### config.mk
export PLATFORM = sky130hd
export DESIGN_NAME = mul_div_unit
export DESIGN_NICKNAME = d
export VERILOG_FILES = /design/src/rtl/mul_div_unit.sv
export SDC_FILE = /design/constraint.sdc
export NUM_CORES = 1
export LEC_CHECK = 0
export ABC_AREA = 1
export ABC_CLOCK_PERIOD_IN_PS = 3200
export CORE_MARGIN = 3
export CORE_UTILIZATION = 40
export DETAILED_ROUTE_END_ITERATION = 12
export PLACE_DENSITY = 0.59
export SLEW_MARGIN = 20
export SYNTH_ARGS = -nofsm -noshare
export SYNTH_HDL_FRONTEND = slang
export SYNTH_SLANG_ARGS = --single-unit
### constraint.sdc
create_clock -name clk -period 3.2 [get_ports clk]
set_input_delay 0.64 -clock clk [delete_from_list [all_inputs] [get_ports clk]]
set_output_delay 0.64 -clock clk [all_outputs]
set_load 0.005 [all_outputs]
### src/rtl/mul_div_unit.sv
// Iterative RV32M/RV64M multiply/divide unit: shift-add multiplier and restoring
// divider on operand magnitudes, one iteration per cycle, start/busy/done handshake.
module mul_div_unit #(
  parameter int XLEN = 32
) (
  input  logic            clk,
  input  logic            reset,
  input  logic            start,
  input  logic [2:0]      funct3,
  input  logic [XLEN-1:0] op_a,
  input  logic [XLEN-1:0] op_b,
  input  logic            flush,
  output logic            busy,
  output logic            done,
  output logic [XLEN-1:0] result,
  output logic [1:0]      dbg_state
);

  // Handshake: start is taken only in IDLE without flush; busy covers every
  // cycle from acceptance+1 through the done cycle; done pulses for one cycle
  // with result valid alongside it, and flush cancels done in that same cycle.

  typedef enum logic [1:0] {
    S_IDLE = 2'd0,
    S_CALC = 2'd1,
    S_DONE = 2'd2
  } state_e;

  localparam int CW = $clog2(XLEN + 1);
  localparam logic [CW-1:0]   CNT_INIT = CW'(XLEN);
  localparam logic [CW-1:0]   CNT_ONE  = CW'(1);
  localparam logic [XLEN-1:0] ONES     = {XLEN{1'b1}};
  localparam logic [XLEN-1:0] MIN_V    = {1'b1, {(XLEN-1){1'b0}}};

  state_e              state_q, state_d;
  logic [CW-1:0]       cnt_q, cnt_d;
  logic [2:0]          f3_q, f3_d;
  logic                sa_q, sa_d, sb_q, sb_d;
  logic [2*XLEN-1:0]   acc_q, acc_d;
  logic [XLEN-1:0]     b_q, b_d;
  logic                byp_q, byp_d;
  logic [XLEN-1:0]     byp_res_q, byp_res_d;
  logic [XLEN-1:0]     result_q, result_d;

  logic                a_signed, b_signed, a_neg, b_neg;
  logic [XLEN-1:0]     a_mag, b_mag;
  logic                is_div, div_zero, div_ovf, bypass;
  logic [XLEN-1:0]     byp_val;
  logic [XLEN:0]       mul_sum, rem_sh, div_diff;
  logic [2*XLEN-1:0]   mul_next, div_next, prod;
  logic [XLEN-1:0]     quot, rem, fin;

  // Operand decode at acceptance
  always_comb begin
    a_signed = ~funct3[0] | (funct3 == 3'b001);
    b_signed = (funct3[2] & ~funct3[0]) | (funct3[2:1] == 2'b00);
    a_neg    = a_signed & op_a[XLEN-1];
    b_neg    = b_signed & op_b[XLEN-1];
    a_mag    = a_neg ? (~op_a + 1'b1) : op_a;
    b_mag    = b_neg ? (~op_b + 1'b1) : op_b;
    is_div   = funct3[2];
    div_zero = (op_b == '0);
    div_ovf  = ~funct3[0] & (op_a == MIN_V) & (op_b == ONES);
    bypass   = is_div & (div_zero | div_ovf);
    if (div_zero) byp_val = funct3[1] ? op_a : ONES;
    else          byp_val = funct3[1] ? '0 : MIN_V;
  end

  // One iteration of each datapath; acc holds {hi, lo} for both
  always_comb begin
    mul_sum  = {1'b0, acc_q[2*XLEN-1:XLEN]} + (acc_q[0] ? {1'b0, b_q} : '0);
    mul_next = {mul_sum, acc_q[XLEN-1:1]};
    rem_sh   = acc_q[2*XLEN-1:XLEN-1];
    div_diff = rem_sh - {1'b0, b_q};
    if (div_diff[XLEN]) div_next = {rem_sh[XLEN-1:0], acc_q[XLEN-2:0], 1'b0};
    else                div_next = {div_diff[XLEN-1:0], acc_q[XLEN-2:0], 1'b1};
  end

  // Sign fix-up and result selection from the finished datapath
  always_comb begin
    prod = (sa_q ^ sb_q) ? (~acc_q + 1'b1) : acc_q;
    quot = (sa_q ^ sb_q) ? (~acc_q[XLEN-1:0] + 1'b1) : acc_q[XLEN-1:0];
    rem  = sa_q ? (~acc_q[2*XLEN-1:XLEN] + 1'b1) : acc_q[2*XLEN-1:XLEN];
    fin  = '0;
    if (byp_q) begin
      fin = byp_res_q;
    end else begin
      case (f3_q)
        3'b000:                 fin = prod[XLEN-1:0];
        3'b001, 3'b010, 3'b011: fin = prod[2*XLEN-1:XLEN];
        3'b100, 3'b101:         fin = quot;
        default:                fin = rem;
      endcase
    end
  end

  always_comb begin
    state_d   = state_q;
    cnt_d     = cnt_q;
    f3_d      = f3_q;
    sa_d      = sa_q;
    sb_d      = sb_q;
    acc_d     = acc_q;
    b_d       = b_q;
    byp_d     = byp_q;
    byp_res_d = byp_res_q;
    result_d  = result_q;
    case (state_q)
      S_IDLE: begin
        if (start && !flush) begin
          f3_d      = funct3;
          sa_d      = a_neg;
          sb_d      = b_neg;
          b_d       = b_mag;
          acc_d     = {{XLEN{1'b0}}, a_mag};
          byp_d     = bypass;
          byp_res_d = byp_val;
          if (bypass) begin
            state_d = S_DONE;
          end else begin
            cnt_d   = CNT_INIT;
            state_d = S_CALC;
          end
        end
      end
      S_CALC: begin
        if (flush) begin
          cnt_d   = '0;
          state_d = S_IDLE;
        end else begin
          acc_d = f3_q[2] ? div_next : mul_next;
          cnt_d = cnt_q - CNT_ONE;
          if (cnt_q == CNT_ONE) state_d = S_DONE;
        end
      end
      S_DONE: begin
        if (!flush) result_d = fin;
        state_d = S_IDLE;
      end
      default: state_d = S_IDLE;
    endcase
  end

  always_ff @(posedge clk) begin
    if (reset) begin
      state_q   <= S_IDLE;
      cnt_q     <= '0;
      f3_q      <= '0;
      sa_q      <= 1'b0;
      sb_q      <= 1'b0;
      acc_q     <= '0;
      b_q       <= '0;
      byp_q     <= 1'b0;
      byp_res_q <= '0;
      result_q  <= '0;
    end else begin
      state_q   <= state_d;
      cnt_q     <= cnt_d;
      f3_q      <= f3_d;
      sa_q      <= sa_d;
      sb_q      <= sb_d;
      acc_q     <= acc_d;
      b_q       <= b_d;
      byp_q     <= byp_d;
      byp_res_q <= byp_res_d;
      result_q  <= result_d;
    end
  end

  // The fresh value is visible during the done cycle itself
  assign busy      = (state_q != S_IDLE);
  assign done      = (state_q == S_DONE) && !flush;
  assign result    = done ? fin : result_q;
  assign dbg_state = state_q;

endmodule

==> results of run 1 <==
cells in the mapped netlist, types with 5 or more instances:
library cell	instances	area (sq um)
a21o_1	6	45.0
a21oi_1	303	1520
a31oi_1	26	163
buf_2	25	125
buf_4	6	45.0
clkbuf_1	86	323
dfxtp_1	174	3480
ha_1	71	888
inv_1	425	1600
inv_2	9	33.8
nand2_1	913	3430
nand2_2	15	93.8
nand3_1	255	1280
nand3b_1	14	105
nand4_1	49	307
nor2_1	347	1300
nor2_2	7	43.8
nor2_4	5	56.3
nor3_1	45	225
nor4_1	5	31.3
o211ai_1	50	375
o21a_1	5	37.5
o21ai_0	219	1100
o21ai_1	16	80.1
o21bai_1	6	45.0
o31ai_1	6	45.0
or2_2	18	113
xnor2_1	13	114
xor2_1	28	245
registers in the layout, indices dropped and copies added (netlist names):
signal / flops
sa_q: 1
dbg_state: 2
byp_res_q: 32
cnt_q: 6
byp_q: 1
b_q: 32
sb_q: 1
result_q: 32
f3_q: 3
acc_q: 64
cells in the final DEF, fill, tap and decap left out, types with 22 or more instances in the layout:
master and count:
nand2_1 824, inv_1 401, buf_4 318, nor2_1 297, a21oi_1 285, nand3_1 229, o21ai_0 196, dfxtp_1 137
nand2_2 82, buf_6 80, clkdlybuf4s50_1 74, ha_1 69, o211ai_1 50, nand4_1 49, nor3_1 37, nor2_2 34
dfxtp_2 31, nor2_4 28, xor2_1 27, inv_2 26, nand2_4 25, a31oi_1 25, o21ai_1 22
per-layer routing:
metal,share of wire [%],wire [um],vias to the layer above
met5,0,0,-
met4,2.8,2490,0
met3,11,9340,137
met2,41,36300,1209
met1,46,40600,11000
li1,-,-,11300
cells by family (layout without fill, tap and decap cells):
kind of cell / Yosys count / after routing / share of synthesized area (%)
buffers and inverters: 563 / 978 / 12.4
AOI/OAI and AO/OA: 659 / 659 / 20.2
xor gates and xnor gates: 42 / 42 / 2.11
adders and majority gates: 73 / 73 / 5.22
and+or+nand+nor: 1694 / 1694 / 40.5
DFF: 174 / 174 / 19.6
power groups by stage:
stage          Combinational (mW)  Sequential [mW]  Clock (mW)
2_1_floorplan                1.70             2.36           0
3_3_place_gp                 2.94             2.39           0
3_5_place_dp                 2.94             2.39           0
4_1_cts                      3.27             2.35        2.23
5_1_grt                      3.91             2.37        2.31
6_report                     3.64             2.36        2.21
metrics by stage:
step / setup TNS [ns] / util, % / worst slack, ns / area [sq um] / hold WS (ns)
after floorplan: 0 / - / 0.544 / 17800 / 0.442
after global placement: -0.0644 / 48.5 / -0.0342 / 21100 / 0.455
after detailed placement: -0.261 / 48.5 / -0.0841 / 21100 / 0.460
after CTS: -2.85 / 53.4 / -0.204 / 23200 / 0.349
after global routing: -5.01 / 55.4 / -0.247 / 24100 / 0.374
final: -1.50 / 55.4 / -0.157 / 24100 / 0.372
layout make-up:
type | instances | area (sq um)
Fill cell | 4592 | 19400
Inverter | 438 | 1670
Clock inverter | 14 | 144
Timing Repair Buffer | 508 | 4380
Clock buffer | 18 | 439
Multi-Input combinational cell | 2468 | 13200
Tap cell | 585 | 732
Sequential cell | 174 | 3540
what timing repair did:
item                       4_1_cts  5_1_grt
pin swaps                      108      136
setup endpoints to repair       32       62
buffers inserted               134       44
hold endpoints to repair         0        0
resized for setup              314      262
hold buffers                     0        0
gates cloned                     1        0
worst max path at each step:
| stage | startpoint | endpoint | slack, ns | cells past startpoint |
|---|---|---|---|---|
| after floorplan | acc_q[0] | result[14] | 0.54 | 17 |
| after global placement | acc_q[22] | result[24] | -0.03 | 17 |
| after detailed placement | op_a[0] | acc_q[26] | -0.08 | 13 |
| after CTS | acc_q[1] | result_q[12] | -0.20 | 25 |
| after global routing | sa_q | result[4] | -0.25 | 9 |
| final | acc_q[31] | result[13] | -0.16 | 16 |
==> results.sh, run 1 <==
export IMPL_die_w_um=217
export IMPL_dieArea_sq_um=47000
export IMPL_p_clk_share_pct=26.9
export IMPL_clockBufferDepth=2
export IMPL_power_frac_comb_pct=44.3
export IMPL_grt_pass1_vias=21300
export IMPL_crit_top_cell="nand2_2"
export IMPL_power_total_mw=8.21
export IMPL_dp_cells=4029
export IMPL_initial_core_util_pct=40.9
export IMPL_gp_congestion=1.02
export IMPL_slew_viol_final=0
export IMPL_avgSynthCellArea_sq_um=5.55
export IMPL_hp_start="reset"
export IMPL_cts_sinks=174
export IMPL_stdcell_count=4205
export IMPL_finalCritPeriodShare_pct=105
export IMPL_max_stage_delay_ns=0.35
export IMPL_ff2ff_setup_slack_ns=-0.08
export IMPL_synth_yosys_seq_area_share_pct=19.6
export IMPL_cp_required_ns=2.56
export IMPL_path_class="reg -> out"
export IMPL_r2r_start="acc_q[2]"
export IMPL_finalWorstSetupSlack_ns=-0.157
export IMPL_grt_overflow=0
export IMPL_synth_edf_count=0
export IMPL_yosys_warnings=0
export IMPL_fin_crit_ns=3.36
export IMPL_skew_ns=0.0139
export IMPL_drive_gt1_share_pct=22.5
export IMPL_violations="setup timing"
export IMPL_cts_buffers=17
export IMPL_synthToLayoutAreaGrowth_pct=35.5
export IMPL_grt_pass1_wl_um=130000
export IMPL_path_delay_family="simple AND/OR/NAND/NOR gates"
export IMPL_grt_use_met3_pct=7.22
export IMPL_die_h_um=217
export IMPL_worst_slew_pin_slew_ns=0.933
export IMPL_synth_cell_types=57
export IMPL_place_hpwl_um=68800
export IMPL_hold_path_end="cnt_q[1]"
export IMPL_hold_depth=2
export IMPL_wl_um=88700
export IMPL_rsz0062_at_grt="yes"
export IMPL_ys_seq_elements=174
export IMPL_r2r_cells=24
export IMPL_cpMaxStageDelayCell="dfxtp_2"
export IMPL_ir_drop_v=0.000363
export IMPL_cp_start_kind="flop"
export IMPL_hold_class="in -> reg"
export IMPL_hold_viol_final=0
export IMPL_cts_clk_slew_worst_paths_ns=0.08
export IMPL_setup_viol=21
export IMPL_routed_via_density=5.60
export IMPL_root_buffer="clkbuf_16"
export IMPL_p_sw_mw=3.53
export IMPL_p_int_mw=4.68
export IMPL_cts_tree="yes"
export IMPL_ant_nets=0
export IMPL_busiest_layer="met1"
export IMPL_status="complete, but fails checks"
export IMPL_globalRouteMet2Util_pct=52.4
export IMPL_synthCells=3205
export IMPL_p_seq_share_pct=28.8
export IMPL_detail_route_drc_violations=0
export IMPL_switching_share_pct=43.0
export IMPL_max_cap_violations=0
export IMPL_core_area_sq_um=43500
export IMPL_fmax_mhz=298
export IMPL_vias=23500
export IMPL_ys_flop_type="dfxtp_1"
export IMPL_portBuffers=106
export IMPL_endpoint_kind="output pin"
export IMPL_final_nets=3751
export IMPL_drtPass1Iterations=6
export IMPL_h_tree_depth=4
export IMPL_track_usage_pct=36.5
export IMPL_relSlewSlack_pct=37.8
export IMPL_drtIter0Drc=2823
export IMPL_synthesis_area_sq_um=17800
export IMPL_antenna_found_initial=1
export IMPL_syn_nets=3349
export IMPL_routedWlPerCell_um=21.1
export IMPL_crit_arrival_ns=2.72
export IMPL_use_met1_pct=55.1
export IMPL_grt_start_max_net_pins=89
export IMPL_leakagePower_nw=11.7
export IMPL_timing_rr_end="result_q[1]"
export IMPL_cp_buffers_inverters=5
export IMPL_synthArstFlopShare_pct=0
export IMPL_io_pin_count=107
export IMPL_clkLatencyLatePin_ns=0.51
export IMPL_p_per_area_nw_per_um2=341
export IMPL_num_rows=76
export IMPL_path_cells="nor2_2, buf_4, buf_4, nand3_1, nor2_1, and3_1, nand2_2, nand2_2, buf_6, buf_6, nand2_4, nand3_2, nand4_1, nand2_2, nand2_2, buf_6"
export IMPL_diodes=0
export IMPL_critPathMaxFanout=3
Power figures use the tool's default switching activity.
==> run 2: changes to the inputs <==
ABC_CLOCK_PERIOD_IN_PS = 3800   (was 3200)
SKIP_CTS_REPAIR_TIMING = 1   (was not set)
clock period = 3.8 ns   (was 3.2 ns; I/O delays follow)
==> results.sh, run 2 (same netlist as run 1, synthesis figures left out) <==
export IMPL_p_seq_share_pct=30.8
export IMPL_drive_gt1_share_pct=11.0
export IMPL_critPathMaxFanout=7
export IMPL_p_sw_mw=2.72
export IMPL_largest_reg_flops=64
export IMPL_io_pin_count=107
export IMPL_dieArea_sq_um=47000
export IMPL_leakagePower_nw=10.1
export IMPL_stdcell_count=3924
export IMPL_core_area_sq_um=43500
export IMPL_grt_start_max_net_pins=89
export IMPL_grt_overflow=0
export IMPL_p_clk_share_pct=30.4
export IMPL_final_nets=3470
export IMPL_cp_start_kind="flop"
export IMPL_clockBufferDepth=2
export IMPL_routed_via_density=5.63
export IMPL_fmax_mhz=266
export IMPL_cts_sinks=174
export IMPL_drtIter0Drc=2639
export IMPL_ant_nets=0
export IMPL_cp_required_ns=3.04
export IMPL_h_tree_depth=4
export IMPL_layout_commonest_cell="nand2_1"
export IMPL_crit_top_cell="nand2_1"
export IMPL_crit_arrival_ns=3.00
export IMPL_rsz0062_at_grt="yes"
export IMPL_finalWorstSetupSlack_ns=0.0363
export IMPL_die_h_um=217
export IMPL_initial_core_util_pct=40.9
export IMPL_gp_congestion=1.00
export IMPL_mostFrequentLayoutCells="nand2_1, inv_1, nor2_1, a21oi_1, nand3_1"
export IMPL_portBuffers=106
export IMPL_endpoint_kind="output pin"
export IMPL_wl_um=83500
export IMPL_path_class="reg -> out"
export IMPL_p_int_mw=3.79
export IMPL_dp_cells=3864
export IMPL_pre_cts_slack_ns=0.181
export IMPL_max_cap_violations=0
export IMPL_p_per_area_nw_per_um2=307
export IMPL_place_hpwl_um=66900
export IMPL_cts_tree="yes"
export IMPL_regMostFlops="acc_q"
export IMPL_fin_crit_ns=3.76
export IMPL_num_rows=76
export IMPL_antenna_found_initial=0
export IMPL_vias=22100
export IMPL_track_usage_pct=34.6
export IMPL_worst_slew_pin_slew_ns=1.03
export IMPL_diodes=0
export IMPL_die_w_um=217
export IMPL_cts_clk_slew_worst_paths_ns=0.08
export IMPL_utilization_pct=48.7
export IMPL_slew_viol_final=0
export IMPL_drtPass1Iterations=8
export IMPL_fillers=4737
export IMPL_root_buffer="clkbuf_16"
export IMPL_hold_viol_final=0
export IMPL_cts_buffers=17
export IMPL_status="finished, final reports clean"
export IMPL_max_stage_delay_ns=0.51
export IMPL_switching_share_pct=41.8
export IMPL_power_frac_comb_pct=38.9
export IMPL_path_cells="nor3_4, nand2_4, nor2_8, nand2_4, nor2_4, nor3_1, nor2_1, nor2_1, nand2_1, nand2_1, nand2_1, clkdlybuf4s50_1"
export IMPL_synthToLayoutAreaGrowth_pct=19.1
export IMPL_routedWlPerCell_um=21.3
export IMPL_setup_viol=0
export IMPL_detail_route_drc_violations=0
export IMPL_clkLatencyLatePin_ns=0.49
export IMPL_finalCritPeriodShare_pct=99.0
export IMPL_hold_class="reg -> reg"
export IMPL_cpMaxStageDelayCell="clkdlybuf4s50_1"
export IMPL_ir_drop_v=0.000319
export IMPL_grt_pass1_wl_um=124000
export IMPL_grt_pass1_vias=19600
export IMPL_skew_ns=0.0206
export IMPL_relSlewSlack_pct=31.4
[run 2: changes by cell type in the layout (fill, tap and decap cells not counted), sizes merged]
| cell | change |
|---|---|
| buf | -307 |
| bufbuf | -1 |
| bufinv | +4 |
| clkbuf | -3 |
| clkdlybuf4s50 | +29 |
| clkinv | -3 |
| clkinvlp | -1 |
| dlymetal6s2s | +2 |
| inv | -1 |
[run 2: per-stage QoR]
stage	hold slack (ns)	cell area [sq um]	setup TNS [ns]	power (mW)
floorplan	0.442	17800	0	3.42
detailed placement	0.456	19800	0	4.30
finish	0.470	21200	0	6.51
CTS	0.468	20400	-5.27	6.27
global placement	0.456	19800	0	4.29
global route	0.498	21200	-0.157	6.81
[run 2: path summary, 6_finish.rpt]
path	startpoint	endpoint	slack [ns]	cells past startpoint
worst max register to register	acc_q[0]	acc_q[57]	0.41	18
worst min-delay path	byp_res_q[26]	byp_res_q[26]	0.47	2
worst max-delay path	acc_q[2]	result[25]	0.04	12
worst min register to register	byp_res_q[26]	byp_res_q[26]	0.47	2
[run 2: final cells by class]
class | count | area, sq um | area share [%]
tap | 585 | 732 | 3.46
sequential | 174 | 3520 | 16.6
inverter | 438 | 1660 | 7.86
timing repair buffer | 227 | 2050 | 9.68
clock buffer | 19 | 443 | 2.09
clock inverter | 13 | 191 | 0.904
multi-input combinational | 2468 | 12600 | 59.4
[run 2: power by group through the flow]
stage	Combinational [mW]	Sequential [mW]	Clock, mW
after global placement	2.27	2.02	0
final	2.53	2.00	1.98
after global routing	2.73	2.01	2.06
after CTS	2.28	1.98	2.01
after floorplan	1.43	1.99	0
after detailed placement	2.27	2.03	0
[run 2: worst max-delay path: cells and delay by family, from the launching register on]
kind,cells,cell delay [ns]
buffers and inverters,1,0.51
AND/OR/NAND/NOR,11,1.67
flip-flops,1,0.35
[run 2: routing by layer]
layer / global-route usage [%] / vias to the layer above / wire length (um)
li1: - / 10700 / -
met1: 52.4 / 10300 / 39400
met2: 49.5 / 1038 / 33800
met3: 7.08 / 103 / 8010
met4: 8.98 / 0 / 2260
met5: 0 / - / 0
